File: src/rtl/uart_arb_pkg.sv
// Shared definitions for the UART transmit arbiter: FSM encoding and
// counter sizing helper.
package uart_arb_pkg;

   typedef enum logic [1:0] {
      ST_IDLE = 2'd0,
      ST_SEND = 2'd1,
      ST_HOLD = 2'd2
   } arb_state_e;

   // Bits needed to hold every value 0..max_val inclusive.
   function automatic int cnt_width(input int max_val);
      return $clog2(max_val + 1);
   endfunction

endpackage

File: src/rtl/uart_tx_arbiter_rr_pick.sv
// Combinational round-robin picker: first set request at or above ptr_i,
// wrapping at NREQ.
module rr_pick
   import uart_arb_pkg::*;
#(
   parameter  int NREQ = 4,
   localparam int PW   = $clog2(NREQ)
) (
   input  logic [NREQ-1:0] req_i,
   input  logic [PW-1:0]   ptr_i,
   output logic [NREQ-1:0] onehot_o,
   output logic [PW-1:0]   idx_o,
   output logic            any_o
);

   int          k;
   logic [PW-1:0] k_idx;

   always_comb begin
      onehot_o = '0;
      idx_o    = '0;
      any_o    = 1'b0;
      k        = 0;
      k_idx    = '0;
      for (int i = 0; i < NREQ; i++) begin
         // Explicit wrap keeps the index inside 0..NREQ-1 for any NREQ.
         k = int'(ptr_i) + i;
         if (k >= NREQ) k = k - NREQ;
         k_idx = PW'(k);
         if (!any_o && req_i[k_idx]) begin
            any_o           = 1'b1;
            idx_o           = k_idx;
            onehot_o[k_idx] = 1'b1;
         end
      end
   end

endmodule

File: src/rtl/uart_tx_arbiter.sv
// Packet-locked round-robin arbiter sharing one UART byte-write port
// between NREQ requesters, with idle-timeout and max-length release.
module uart_tx_arbiter
   import uart_arb_pkg::*;
#(
   parameter  int NREQ         = 4,
   parameter  int MAX_PKT      = 16,
   parameter  int IDLE_TIMEOUT = 1024,
   localparam int PW           = $clog2(NREQ)
) (
   input  logic              clk,
   input  logic              rst,
   input  logic [NREQ-1:0]   req_valid,
   input  logic [8*NREQ-1:0] req_data,
   input  logic [NREQ-1:0]   req_last,
   output logic [NREQ-1:0]   req_ready,
   output logic [7:0]        tx_data,
   output logic              tx_wr,
   input  logic              tx_busy,
   output logic [NREQ-1:0]   grant,
   output logic              timeout_err,
   output logic              pkt_trunc,
   output logic [1:0]        dbg_state,
   output logic [PW-1:0]     dbg_ptr
);

   localparam int BW = cnt_width(MAX_PKT);
   localparam int IW = cnt_width(IDLE_TIMEOUT);
   localparam logic [BW-1:0] MAX_CNT   = BW'(MAX_PKT);
   localparam logic [IW-1:0] IDLE_LAST = IW'(IDLE_TIMEOUT - 1);
   localparam logic [IW-1:0] IDLE_SAT  = IW'(IDLE_TIMEOUT);

   arb_state_e      state_q, state_d;
   logic [NREQ-1:0] grant_q, grant_d;
   logic [PW-1:0]   gidx_q, gidx_d;
   logic [PW-1:0]   ptr_q, ptr_d;
   logic [BW-1:0]   bcnt_q, bcnt_d;
   logic [IW-1:0]   icnt_q, icnt_d;
   logic            last_q, last_d;
   logic [7:0]      tx_data_q, tx_data_d;
   logic            tx_wr_q, tx_wr_d;
   logic            tmo_q, tmo_d;
   logic            trunc_q, trunc_d;
   logic            rel;

   logic [NREQ-1:0] pick_onehot;
   logic [PW-1:0]   pick_idx;
   logic            pick_any;
   logic            sel_valid, sel_last;
   logic [7:0]      sel_data;

   rr_pick #(.NREQ(NREQ)) u_pick (
      .req_i    (req_valid),
      .ptr_i    (ptr_q),
      .onehot_o (pick_onehot),
      .idx_o    (pick_idx),
      .any_o    (pick_any)
   );

   always_comb begin
      sel_valid = |(req_valid & grant_q);
      sel_last  = |(req_last & grant_q);
      sel_data  = '0;
      for (int i = 0; i < NREQ; i++) begin
         sel_data = sel_data | (req_data[i*8 +: 8] & {8{grant_q[i]}});
      end
   end

   // A byte transfers on a clock edge where req_valid[i] and req_ready[i] are
   // both high; ready is offered only to the owner in SEND while the UART is free.
   assign req_ready = (state_q == ST_SEND && !tx_busy) ? (req_valid & grant_q) : '0;

   always_comb begin
      state_d   = state_q;
      grant_d   = grant_q;
      gidx_d    = gidx_q;
      ptr_d     = ptr_q;
      bcnt_d    = bcnt_q;
      icnt_d    = icnt_q;
      last_d    = last_q;
      tx_data_d = tx_data_q;
      tx_wr_d   = 1'b0;
      tmo_d     = 1'b0;
      trunc_d   = 1'b0;
      rel       = 1'b0;
      case (state_q)
         ST_IDLE: begin
            if (pick_any) begin
               grant_d = pick_onehot;
               gidx_d  = pick_idx;
               bcnt_d  = '0;
               icnt_d  = '0;
               state_d = ST_SEND;
            end
         end
         ST_SEND: begin
            if (|req_ready) begin
               tx_data_d = sel_data;
               tx_wr_d   = 1'b1;
               bcnt_d    = bcnt_q + 1'b1;
               icnt_d    = '0;
               last_d    = sel_last;
               // Flag truncation while the final allowed byte is in HOLD.
               trunc_d   = !sel_last && ((bcnt_q + 1'b1) == MAX_CNT);
               state_d   = ST_HOLD;
            end else if (!sel_valid) begin
               if (icnt_q != IDLE_SAT) icnt_d = icnt_q + 1'b1;
               if (icnt_q == IDLE_LAST) begin
                  rel   = 1'b1;
                  tmo_d = 1'b1;
               end
            end
         end
         ST_HOLD: begin
            if (last_q || bcnt_q == MAX_CNT) rel = 1'b1;
            else state_d = ST_SEND;
         end
         default: state_d = ST_IDLE;
      endcase
      if (rel) begin
         grant_d = '0;
         state_d = ST_IDLE;
         ptr_d   = (gidx_q == PW'(NREQ - 1)) ? '0 : gidx_q + 1'b1;
      end
   end

   always_ff @(posedge clk) begin
      if (rst) begin
         state_q   <= ST_IDLE;
         grant_q   <= '0;
         gidx_q    <= '0;
         ptr_q     <= '0;
         bcnt_q    <= '0;
         icnt_q    <= '0;
         last_q    <= 1'b0;
         tx_data_q <= '0;
         tx_wr_q   <= 1'b0;
         tmo_q     <= 1'b0;
         trunc_q   <= 1'b0;
      end else begin
         state_q   <= state_d;
         grant_q   <= grant_d;
         gidx_q    <= gidx_d;
         ptr_q     <= ptr_d;
         bcnt_q    <= bcnt_d;
         icnt_q    <= icnt_d;
         last_q    <= last_d;
         tx_data_q <= tx_data_d;
         tx_wr_q   <= tx_wr_d;
         tmo_q     <= tmo_d;
         trunc_q   <= trunc_d;
      end
   end

   assign tx_data     = tx_data_q;
   assign tx_wr       = tx_wr_q;
   assign grant       = grant_q;
   assign timeout_err = tmo_q;
   assign pkt_trunc   = trunc_q;
   assign dbg_state   = state_q;
   assign dbg_ptr     = ptr_q;

endmodule
File: config.mk
export PLATFORM = sky130hd
export DESIGN_NAME = uart_tx_arbiter
export DESIGN_NICKNAME = d
export VERILOG_FILES = /design/src/rtl/uart_arb_pkg.sv /design/src/rtl/uart_tx_arbiter_rr_pick.sv /design/src/rtl/uart_tx_arbiter.sv
export SDC_FILE = /design/constraint.sdc
export NUM_CORES = 1
export LEC_CHECK = 0
export CELL_PAD_IN_SITES_DETAIL_PLACEMENT = 0
export CELL_PAD_IN_SITES_GLOBAL_PLACEMENT = 2
export CORE_UTILIZATION = 27
export CTS_BUF_LIST = sky130_fd_sc_hd__clkbuf_4 sky130_fd_sc_hd__clkbuf_8
export CTS_CLUSTER_DIAMETER = 40
export DETAILED_ROUTE_END_ITERATION = 12
export PLACE_DENSITY_LB_ADDON = 0.05
export SYNTH_ARGS = -nofsm -noshare
export SYNTH_HDL_FRONTEND = slang
export SYNTH_SLANG_ARGS = --single-unit
File: constraint.sdc
create_clock -name clk -period 2.2 [get_ports clk]
set_input_delay 0.55 -clock clk [delete_from_list [all_inputs] [get_ports clk]]
set_output_delay 0.55 -clock clk [all_outputs]
set_load 0.05 [all_outputs]
==> results of run 1 <==
cell usage after synthesis, types with 3 or more instances:
cell type / count
sky130_fd_sc_hd__nor2_1: 42
sky130_fd_sc_hd__dfxtp_1: 38
sky130_fd_sc_hd__a21oi_1: 21
sky130_fd_sc_hd__nand2_1: 21
sky130_fd_sc_hd__ha_1: 19
sky130_fd_sc_hd__inv_1: 13
sky130_fd_sc_hd__o21ai_0: 12
sky130_fd_sc_hd__a211oi_1: 11
sky130_fd_sc_hd__a22o_1: 10
sky130_fd_sc_hd__a221oi_1: 9
sky130_fd_sc_hd__or3_1: 9
sky130_fd_sc_hd__clkbuf_1: 8
sky130_fd_sc_hd__nand3b_1: 8
sky130_fd_sc_hd__nand3_1: 7
sky130_fd_sc_hd__buf_2: 6
sky130_fd_sc_hd__a221oi_2: 5
sky130_fd_sc_hd__nand4_1: 5
sky130_fd_sc_hd__nor2b_1: 4
sky130_fd_sc_hd__nor3_2: 4
sky130_fd_sc_hd__o21ai_1: 4
sky130_fd_sc_hd__and2_1: 3
sky130_fd_sc_hd__mux2i_1: 3
sky130_fd_sc_hd__nor3_1: 3
sky130_fd_sc_hd__nor4_1: 3
sky130_fd_sc_hd__o211ai_1: 3
layout by cell type (no fill, tap or decap), types with 5 or more instances in the layout:
cell type / n
sky130_fd_sc_hd__a211oi_1: 11
sky130_fd_sc_hd__a21oi_1: 19
sky130_fd_sc_hd__a221oi_1: 9
sky130_fd_sc_hd__a221oi_2: 5
sky130_fd_sc_hd__a22o_1: 10
sky130_fd_sc_hd__buf_12: 5
sky130_fd_sc_hd__buf_4: 52
sky130_fd_sc_hd__clkbuf_8: 6
sky130_fd_sc_hd__clkdlybuf4s50_1: 49
sky130_fd_sc_hd__dfxtp_1: 36
sky130_fd_sc_hd__ha_1: 17
sky130_fd_sc_hd__inv_1: 13
sky130_fd_sc_hd__nand2_1: 21
sky130_fd_sc_hd__nand3_1: 6
sky130_fd_sc_hd__nand3b_1: 8
sky130_fd_sc_hd__nand4_1: 5
sky130_fd_sc_hd__nor2_1: 38
sky130_fd_sc_hd__o21ai_0: 12
sky130_fd_sc_hd__or3_1: 8
area by class of cell:
type	count	area [um^2]	area share
repair buffers	115	1080	0.271
inverters	14	52.6	0.0132
clock buffers	6	82.6	0.0207
flip-flops and latches	38	768	0.192
clock inverters	2	11.3	0.00282
multi-input cells	246	1840	0.460
well taps	129	161	0.0404
cells by family after synthesis:
family                   Yosys count  synth area share
AO/OA/AOI/OAI                     96             0.289
XOR/XNOR                           2           0.00664
adder cells (fa/ha/maj)           19            0.0901
buffers and inverters             30            0.0470
flip-flops                        38             0.288
multiplexers                       5            0.0285
AND/OR/NAND/NOR                  124             0.250
flip-flops by register name, summed over array words and instances (netlist names):
name,flops
icnt_q,11
dbg_ptr,2
pkt_trunc,1
gidx_q,2
dbg_state,2
tx_wr,1
bcnt_q,5
tx_data,8
grant,4
timeout_err,1
last_q,1
metal layers:
metal	up-vias	share of wire	wire length [um]
li1	1397	-	-
met1	1290	0.50	4010
met2	49	0.47	3770
met3	2	0.029	234
met4	0	0.0036	29
met5	-	0	0
worst paths after layout:
kind | slack (ps) | from | endpoint | cells after the start
min reg2reg | 480 | icnt_q[0]$_SDFFE_PP0P_ | icnt_q[0]$_SDFFE_PP0P_ | 2
max | 100 | dbg_state[1]$_SDFFE_PP0P_ | dbg_state[1] | 2
min | 480 | icnt_q[0]$_SDFFE_PP0P_ | icnt_q[0]$_SDFFE_PP0P_ | 2
max reg2reg | 220 | dbg_state[0]$_SDFFE_PP0P_ | icnt_q[9]$_SDFFE_PP0P_ | 7
report_power, final:
| group | total (W) | internal, W | switching [W] |
|---|---|---|---|
| clock | 0.000515 | 0.000253 | 0.000262 |
| sequential | 0.000827 | 0.000770 | 0.0000567 |
| combinational | 0.00191 | 0.000826 | 0.00108 |
stage by stage:
stage | instance area [um^2] | hold slack (ps)
after floorplan | 2670 | 449
after global placement | 3780 | 463
after detailed placement | 3780 | 467
after CTS | 3920 | 478
after global routing | 4000 | 501
final | 4000 | 478
critical path, stage by stage, from the launching register on:
cell	delay, ps
sky130_fd_sc_hd__dfxtp_1	330
sky130_fd_sc_hd__buf_4	130
sky130_fd_sc_hd__clkdlybuf4s50_1	800
timing repair:
item | in CTS | in global routing
buffers inserted | 1 | 4
gates resized for setup | 8 | 13
setup endpoints to repair | 16 | 24
pin swaps | 3 | 6
==> out/metrics.cfg, run 1 <==
[timing]
timing.fmax_mhz = 477
final_hold_viol_count = 0
finClkSkew_ps = 7.32
timing.final.ws_setup_ps = 102
setup_viol_count_final = 0
fin_crit_sh = 0.953
transition_time_of_the_tightest_slew_check_pin_ps = 514
maxSlewHeadroom = 0.656
final_period_minus_worst_setup_slack_ps = 2100
sum_of_negative_setup_slack_ps = 0
rsz0062_at_grt = false
slew_violations = 0

[critical_path]
crit_path_start_kind = flop
critical_path_required_ps = 1650
crit_type = flop to primary output
timing.critical_path.fanout_max = 4
worstSetupEndpointType = primary output
critPathArrivalTime_ps = 1550

[pwr]
power_total_w = 0.00325
power.density_cell_area_mw_per_mm2 = 813
power.leakage_nw = 1.49
vdd_ir_drop_max_uv = 296

[layout]
nets = 482
area.growth.synth_to_final_pct = 51.5
post_route_cells_drive_above_1_share = 0.249
antenna_cells_inserted = 0
fill_count = 980
finish.utilization = 0.426
fin_cells = 550

[cts]
clock_tree_buffer_depth = 2
reg_clk_slew_reported_paths_ps = 80
root_buffer = sky130_fd_sc_hd__clkbuf_8
htree_levels = 2
numCtsBuffers = 5
numClockSinks = 38
number_of_buffers_added_to_fix_hold_violations_after_cts = 0
tritoncts = yes
clock_latency_of_the_later_clocked_register_in_the_worst_skew_pair_ps = 290

[place]
placedCellCount = 537
place_hpwl_um = 6050
place_worst_setup_slack_ps = -371
place.gp.congestion = 0.809
port_buffers = 65

[detailed_routing]
detail_route.wirelength_um = 8050
drcViolationCount = 0
final_antenna_net_count = 0
avgRoutedWirePerCell_um = 14.6
drt-pass1-iter-count = 4
drt-vias-per-instance = 4.98
vias = 2738
detailedRoute.firstIterationViolations = 89

[die]
placement_rows = 35
die_w_um = 101
core_area_mm2 = 0.00937
die_area_mm2 = 0.0102
die_height_um = 101
initial_core_util = 0.281
ios = 66

[global_route]
globalRoute.totalOverflow = 0
vias_in_the_first_global_route = 2569
grt_max_degree = 20
wire_length_of_the_first_global_routing_pass_um = 13200
global_route.peak_usage_layer = met2
grt.met2_usage = 0.281
grt.met1_usage = 0.224
grtUsageMet3 = 0.0264
initial_antenna_violation_count = 0
groute.usage.overall = 0.166

[logic_synthesis]
syn_area_per_cell_um2 = 8.40
synth_enable_flop_cells = 0
synth_area_mm2 = 0.00264
synth_sequential_area_ratio = 0.288
ys.flop_type = sky130_fd_sc_hd__dfxtp_1
netlist_instances = 314
netlist.area_leader.share = 0.288
ys_ff_latch = 38
syn-num-nets = 376
count_of_unique_library_cells_instantiated_by_yosys = 61
netlist_top_cells_area = sky130_fd_sc_hd__dfxtp_1 29%, sky130_fd_sc_hd__ha_1 9.0%, sky130_fd_sc_hd__nor2_1 6.0%, sky130_fd_sc_hd__a21oi_1 4.0%, sky130_fd_sc_hd__a22o_1 3.3%
synth.largest_area_cell = sky130_fd_sc_hd__dfxtp_1
synth-async-reset-ratio = 0
synth-warning-count = 0

[run_status]
run_status = completed

[job]
max_cap_violation_count = 0

[hold_path]
worst_hold_path_type = flop to flop

(Power assumes the default switching activity.)
==> run 2: changes to the inputs <==
--- a/config.mk
+++ b/config.mk
@@ -5,13 +5,15 @@
 export SDC_FILE = /design/constraint.sdc
 export NUM_CORES = 1
 export LEC_CHECK = 0
+export CAP_MARGIN = 20
 export CELL_PAD_IN_SITES_DETAIL_PLACEMENT = 0
 export CELL_PAD_IN_SITES_GLOBAL_PLACEMENT = 2
-export CORE_UTILIZATION = 27
+export CORE_UTILIZATION = 26
 export CTS_BUF_LIST = sky130_fd_sc_hd__clkbuf_4 sky130_fd_sc_hd__clkbuf_8
 export CTS_CLUSTER_DIAMETER = 40
 export DETAILED_ROUTE_END_ITERATION = 12
 export PLACE_DENSITY_LB_ADDON = 0.05
 export SYNTH_ARGS = -nofsm -noshare
 export SYNTH_HDL_FRONTEND = slang
+export SYNTH_HIERARCHICAL = 1
 export SYNTH_SLANG_ARGS = --single-unit
==> run 2 against run 1 <==
Net effect: the run now ends with setup timing left; highest routed layer unchanged; clock power up 46%; critical path type is now flop to flop; worst hold slack got worse by 17 ps; combinational power shrank 21%; critical endpoint is now icnt_q[3]$_SDFFE_PP0P_.
==> out/metrics.cfg, run 2 <==
[pwr]
combinational_power_share = 0.493  ; -0.094
p_seq_frac = 0.260  ; +0.005
power.density_cell_area_mw_per_mm2 = 743  ; -8.6%
cell_internal_pwr_w = 0.00188  ; +1.5%
switchingPower_w = 0.00116  ; -17%
vdd_ir_drop_max_uv = 348  ; +17%
power.leakage_nw = 1.49  ; about the same
sw_frac_of_total = 0.382  ; -0.0491
p_clk_frac = 0.247  ; +0.088

[detailed_routing]
drcViolationCount = 0  ; unchanged
avgRoutedWirePerCell_um = 15.2  ; +4.2%
final_antenna_net_count = 0  ; unchanged
detail_route.wirelength_um = 8060  ; +0.19%
drt-vias-per-instance = 5.03  ; +0.97%
detailedRoute.firstIterationViolations = 84  ; -5.6%
drt-pass1-iter-count = 4  ; unchanged
vias = 2659  ; -2.9%

[logic_synthesis]
syn-num-nets = 356  ; -5.3%
netlist_top_cells_area = sky130_fd_sc_hd__dfxtp_1 31%, sky130_fd_sc_hd__ha_1 8.1%, sky130_fd_sc_hd__a22oi_1 7.9%, sky130_fd_sc_hd__a21oi_1 5.5%, sky130_fd_sc_hd__nand2_1 4.0%
netlist.area_leader.share = 0.309  ; +0.0207
synth_common_cells = 38 x sky130_fd_sc_hd__dfxtp_1, 27 x sky130_fd_sc_hd__a21oi_1, 26 x sky130_fd_sc_hd__a22oi_1, 26 x sky130_fd_sc_hd__nand2_1, 24 x sky130_fd_sc_hd__nor2_1
synth-warning-count = 6  ; +6
synth_most_common_cell = sky130_fd_sc_hd__dfxtp_1
synth_top_family_by_area = compound AO/OA/AOI/OAI gates
synth_xor_area_frac = 0.0142  ; +0.00759
synth.largest_area_cell = sky130_fd_sc_hd__dfxtp_1
synth_compound_gate_area_share = 0.263  ; -0.0260
synth_area_mm2 = 0.00246  ; -6.7%
synth-async-reset-ratio = 0  ; unchanged
share_of_cell_area_taken_by_muxes_after_synthesis = 0.0615  ; +0.0331
synth_fa_ha_area_frac = 0.0813  ; -0.00879
syn_area_per_cell_um2 = 8.29  ; -1.3%
count_of_unique_library_cells_instantiated_by_yosys = 51  ; -16%
synth-simple-area-share = 0.214  ; -0.0365
netlist_instances = 297  ; -5.4%
synth_sequential_area_ratio = 0.309  ; +0.0207
synth_enable_flop_cells = 0  ; unchanged
ys_ff_latch = 38  ; unchanged
ys.flop_type = sky130_fd_sc_hd__dfxtp_1

[run_status]
run_status = complete, but fails checks
failed_checks = setup timing

[global_route]
initial_antenna_violation_count = 0  ; unchanged
globalRoute.totalOverflow = 0  ; unchanged
grt_max_degree = 17  ; -15%
wire_length_of_the_first_global_routing_pass_um = 13300  ; +0.47%
groute.usage.overall = 0.171  ; +0.00534
vias_in_the_first_global_route = 2738  ; +6.6%

[die]
die_w_um = 99.3  ; -1.5%
die_height_um = 99.3  ; -1.5%
initial_core_util = 0.268  ; -0.0138
placement_rows = 35  ; unchanged
ios = 66  ; unchanged
die_area_mm2 = 0.00986  ; -3.0%
core_area_mm2 = 0.00920  ; -1.9%

[layout]
fill_count = 917  ; -6.4%
mostFrequentLayoutCells = 60 x sky130_fd_sc_hd__buf_4, 50 x sky130_fd_sc_hd__clkdlybuf4s50_1, 34 x sky130_fd_sc_hd__dfxtp_1
footprint_of_the_flip_flops_and_latches_um2 = 771  ; +0.33%
finalInstanceArea_mm2 = 0.00408  ; +2.2%
post_route_cells_drive_above_1_share = 0.301  ; +0.0520
multi_input_area_mm2 = 0.00178  ; -3.3%
nets = 476  ; -1.2%
most_common_cell_after_layout_fill_and_taps_aside = sky130_fd_sc_hd__buf_4
antenna_cells_inserted = 0  ; unchanged
largest_register_ffs = 11  ; unchanged
largest_register = icnt_q
area.growth.synth_to_final_pct = 65.8

[timing]
finClkSkew_ps = 12.5  ; +5.16 ps
timing.fmax_mhz = 447  ; -6.2%
finalHoldWorstSlack_ps = 461  ; -16.6 ps
final_period_minus_worst_setup_slack_ps = 2240  ; +140 ps
maxSlewHeadroom = 0.648  ; -0.00814
final_hold_viol_count = 0  ; unchanged
setup_viol_count_final = 4  ; +4
timing.final.ws_setup_ps = -37.3  ; -140 ps
rsz0062_at_grt = true
transition_time_of_the_tightest_slew_check_pin_ps = 526  ; +12.2 ps
fin_crit_sh = 1.02  ; +0.0635
slew_violations = 0  ; unchanged

[place]
place.gp.congestion = 0.734  ; -9.2%
port_buffers = 65  ; unchanged
place_hpwl_um = 6020  ; -0.57%
postPlaceCellArea_mm2 = 0.00371  ; -1.9%

[hold_path]
worst_hold_path_type = flop to flop
hold_start = gidx_q[1]$_SDFFE_PP0P_

[cts]
numClockSinks = 38  ; unchanged
reg_clk_slew_reported_paths_ps = 90  ; about the same
number_of_buffers_added_to_fix_hold_violations_after_cts = 0  ; unchanged
clock_latency_of_the_later_clocked_register_in_the_worst_skew_pair_ps = 300  ; about the same
tritoncts = yes
htree_levels = 2  ; unchanged
clock_tree_buffer_depth = 2  ; unchanged
numCtsBuffers = 5  ; unchanged
root_buffer = sky130_fd_sc_hd__clkbuf_8

[critical_path]
crit_type = flop to flop
worstSetupEndpointType = flop
timing.critical_path.fanout_max = 8  ; +4
crit_path_from = dbg_ptr[0]$_SDFFE_PP0P_
critical_path_required_ps = 2410  ; +760 ps
crit_path_start_kind = flop
regToRegStartpoint = dbg_ptr[0]$_SDFFE_PP0P_
critPathArrivalTime_ps = 2450  ; +900 ps

[job]
max_cap_violation_count = 0  ; unchanged

-- run 2: cell types whose count changed after synthesis, moves of 6 or more --
cell,previous run,this run
sky130_fd_sc_hd__a211oi_1,11,1
sky130_fd_sc_hd__a21oi_1,21,27
sky130_fd_sc_hd__a221oi_1,9,1
sky130_fd_sc_hd__a22o_1,10,1
sky130_fd_sc_hd__a22oi_1,0,26
sky130_fd_sc_hd__a311oi_1,2,8
sky130_fd_sc_hd__nand3_1,7,16
sky130_fd_sc_hd__nand3b_1,8,2
sky130_fd_sc_hd__nor2_1,42,24
-- run 2: final timing paths --
kind         slack [ps]                     end  depth (start not counted)
min                 460  gidx_q[1]$_SDFFE_PP0P_                          2
min reg2reg         460  gidx_q[1]$_SDFFE_PP0P_                          2
max                 -40  icnt_q[3]$_SDFFE_PP0P_                         10
max reg2reg         -40  icnt_q[3]$_SDFFE_PP0P_                         10
-- run 2: cell type report --
cell class / instances / area share
Multi-Input combinational cell: 228 / 0.435
Timing Repair Buffer: 128 / 0.292
Sequential cell: 38 / 0.189
Tap cell: 111 / 0.0340
Clock buffer: 6 / 0.0202
Inverter: 16 / 0.0153
Clock inverter: 2 / 0.0147
-- run 2: what timing repair did --
action | CTS | global route
pin swaps | 0 | 13
setup endpoints to repair | 38 | 29
resized for setup | 22 | 23
hold endpoints to repair | 0 | 0
setup buffers | 2 | 7
gates cloned | 1 | 0
-- run 2: power by group through the flow --
stage | logic (W) | registers (W) | clock network, W
after floorplan | 0.000663 | 0.000918 | 0
after global placement | 0.00130 | 0.000797 | 0
after detailed placement | 0.00130 | 0.000798 | 0
after CTS | 0.00140 | 0.000784 | 0.000778
after global routing | 0.00164 | 0.000799 | 0.000811
final | 0.00150 | 0.000789 | 0.000750
-- run 2: cells by family after synthesis --
family	Yosys count
xor gates and xnor gates	4
DFF	38
AOI/OAI and AO/OA	97
adders and majority gates	16
and+or+nand+nor	101
buffers and inverters	32
muxes	9
-- run 2: stage by stage --
stage                     worst slack, ps  total power (W)   util  TNS, ps  std cells
after floorplan                      -276          0.00158      -    -4110        297
after global placement               -693          0.00209  0.404   -17420        511
after detailed placement             -733          0.00210  0.404   -18890        511
after CTS                           -4.32          0.00296  0.427    -4.32        522
after global routing                 -142          0.00325  0.444    -1770        529
final                               -37.3          0.00303  0.444     -114        529
-- run 2: routing by layer --
layer,vias to the layer above,GRT usage,routed length [um]
met1,1226,0.213,3660
met4,0,0.0373,113
met2,65,0.302,3860
met3,8,0.0379,432
met5,-,0,0
li1,1360,-,-
-- run 2: critical path: stages (launching register included) --
cell,delay (ps)
sky130_fd_sc_hd__dfxtp_4,390
sky130_fd_sc_hd__inv_4,50
sky130_fd_sc_hd__ha_4,270
sky130_fd_sc_hd__mux4_2,350
sky130_fd_sc_hd__nor3_4,260
sky130_fd_sc_hd__nand2b_4,100
sky130_fd_sc_hd__mux2_4,310
sky130_fd_sc_hd__o221ai_4,120
sky130_fd_sc_hd__buf_6,180
sky130_fd_sc_hd__a21oi_2,40
sky130_fd_sc_hd__o32ai_2,90
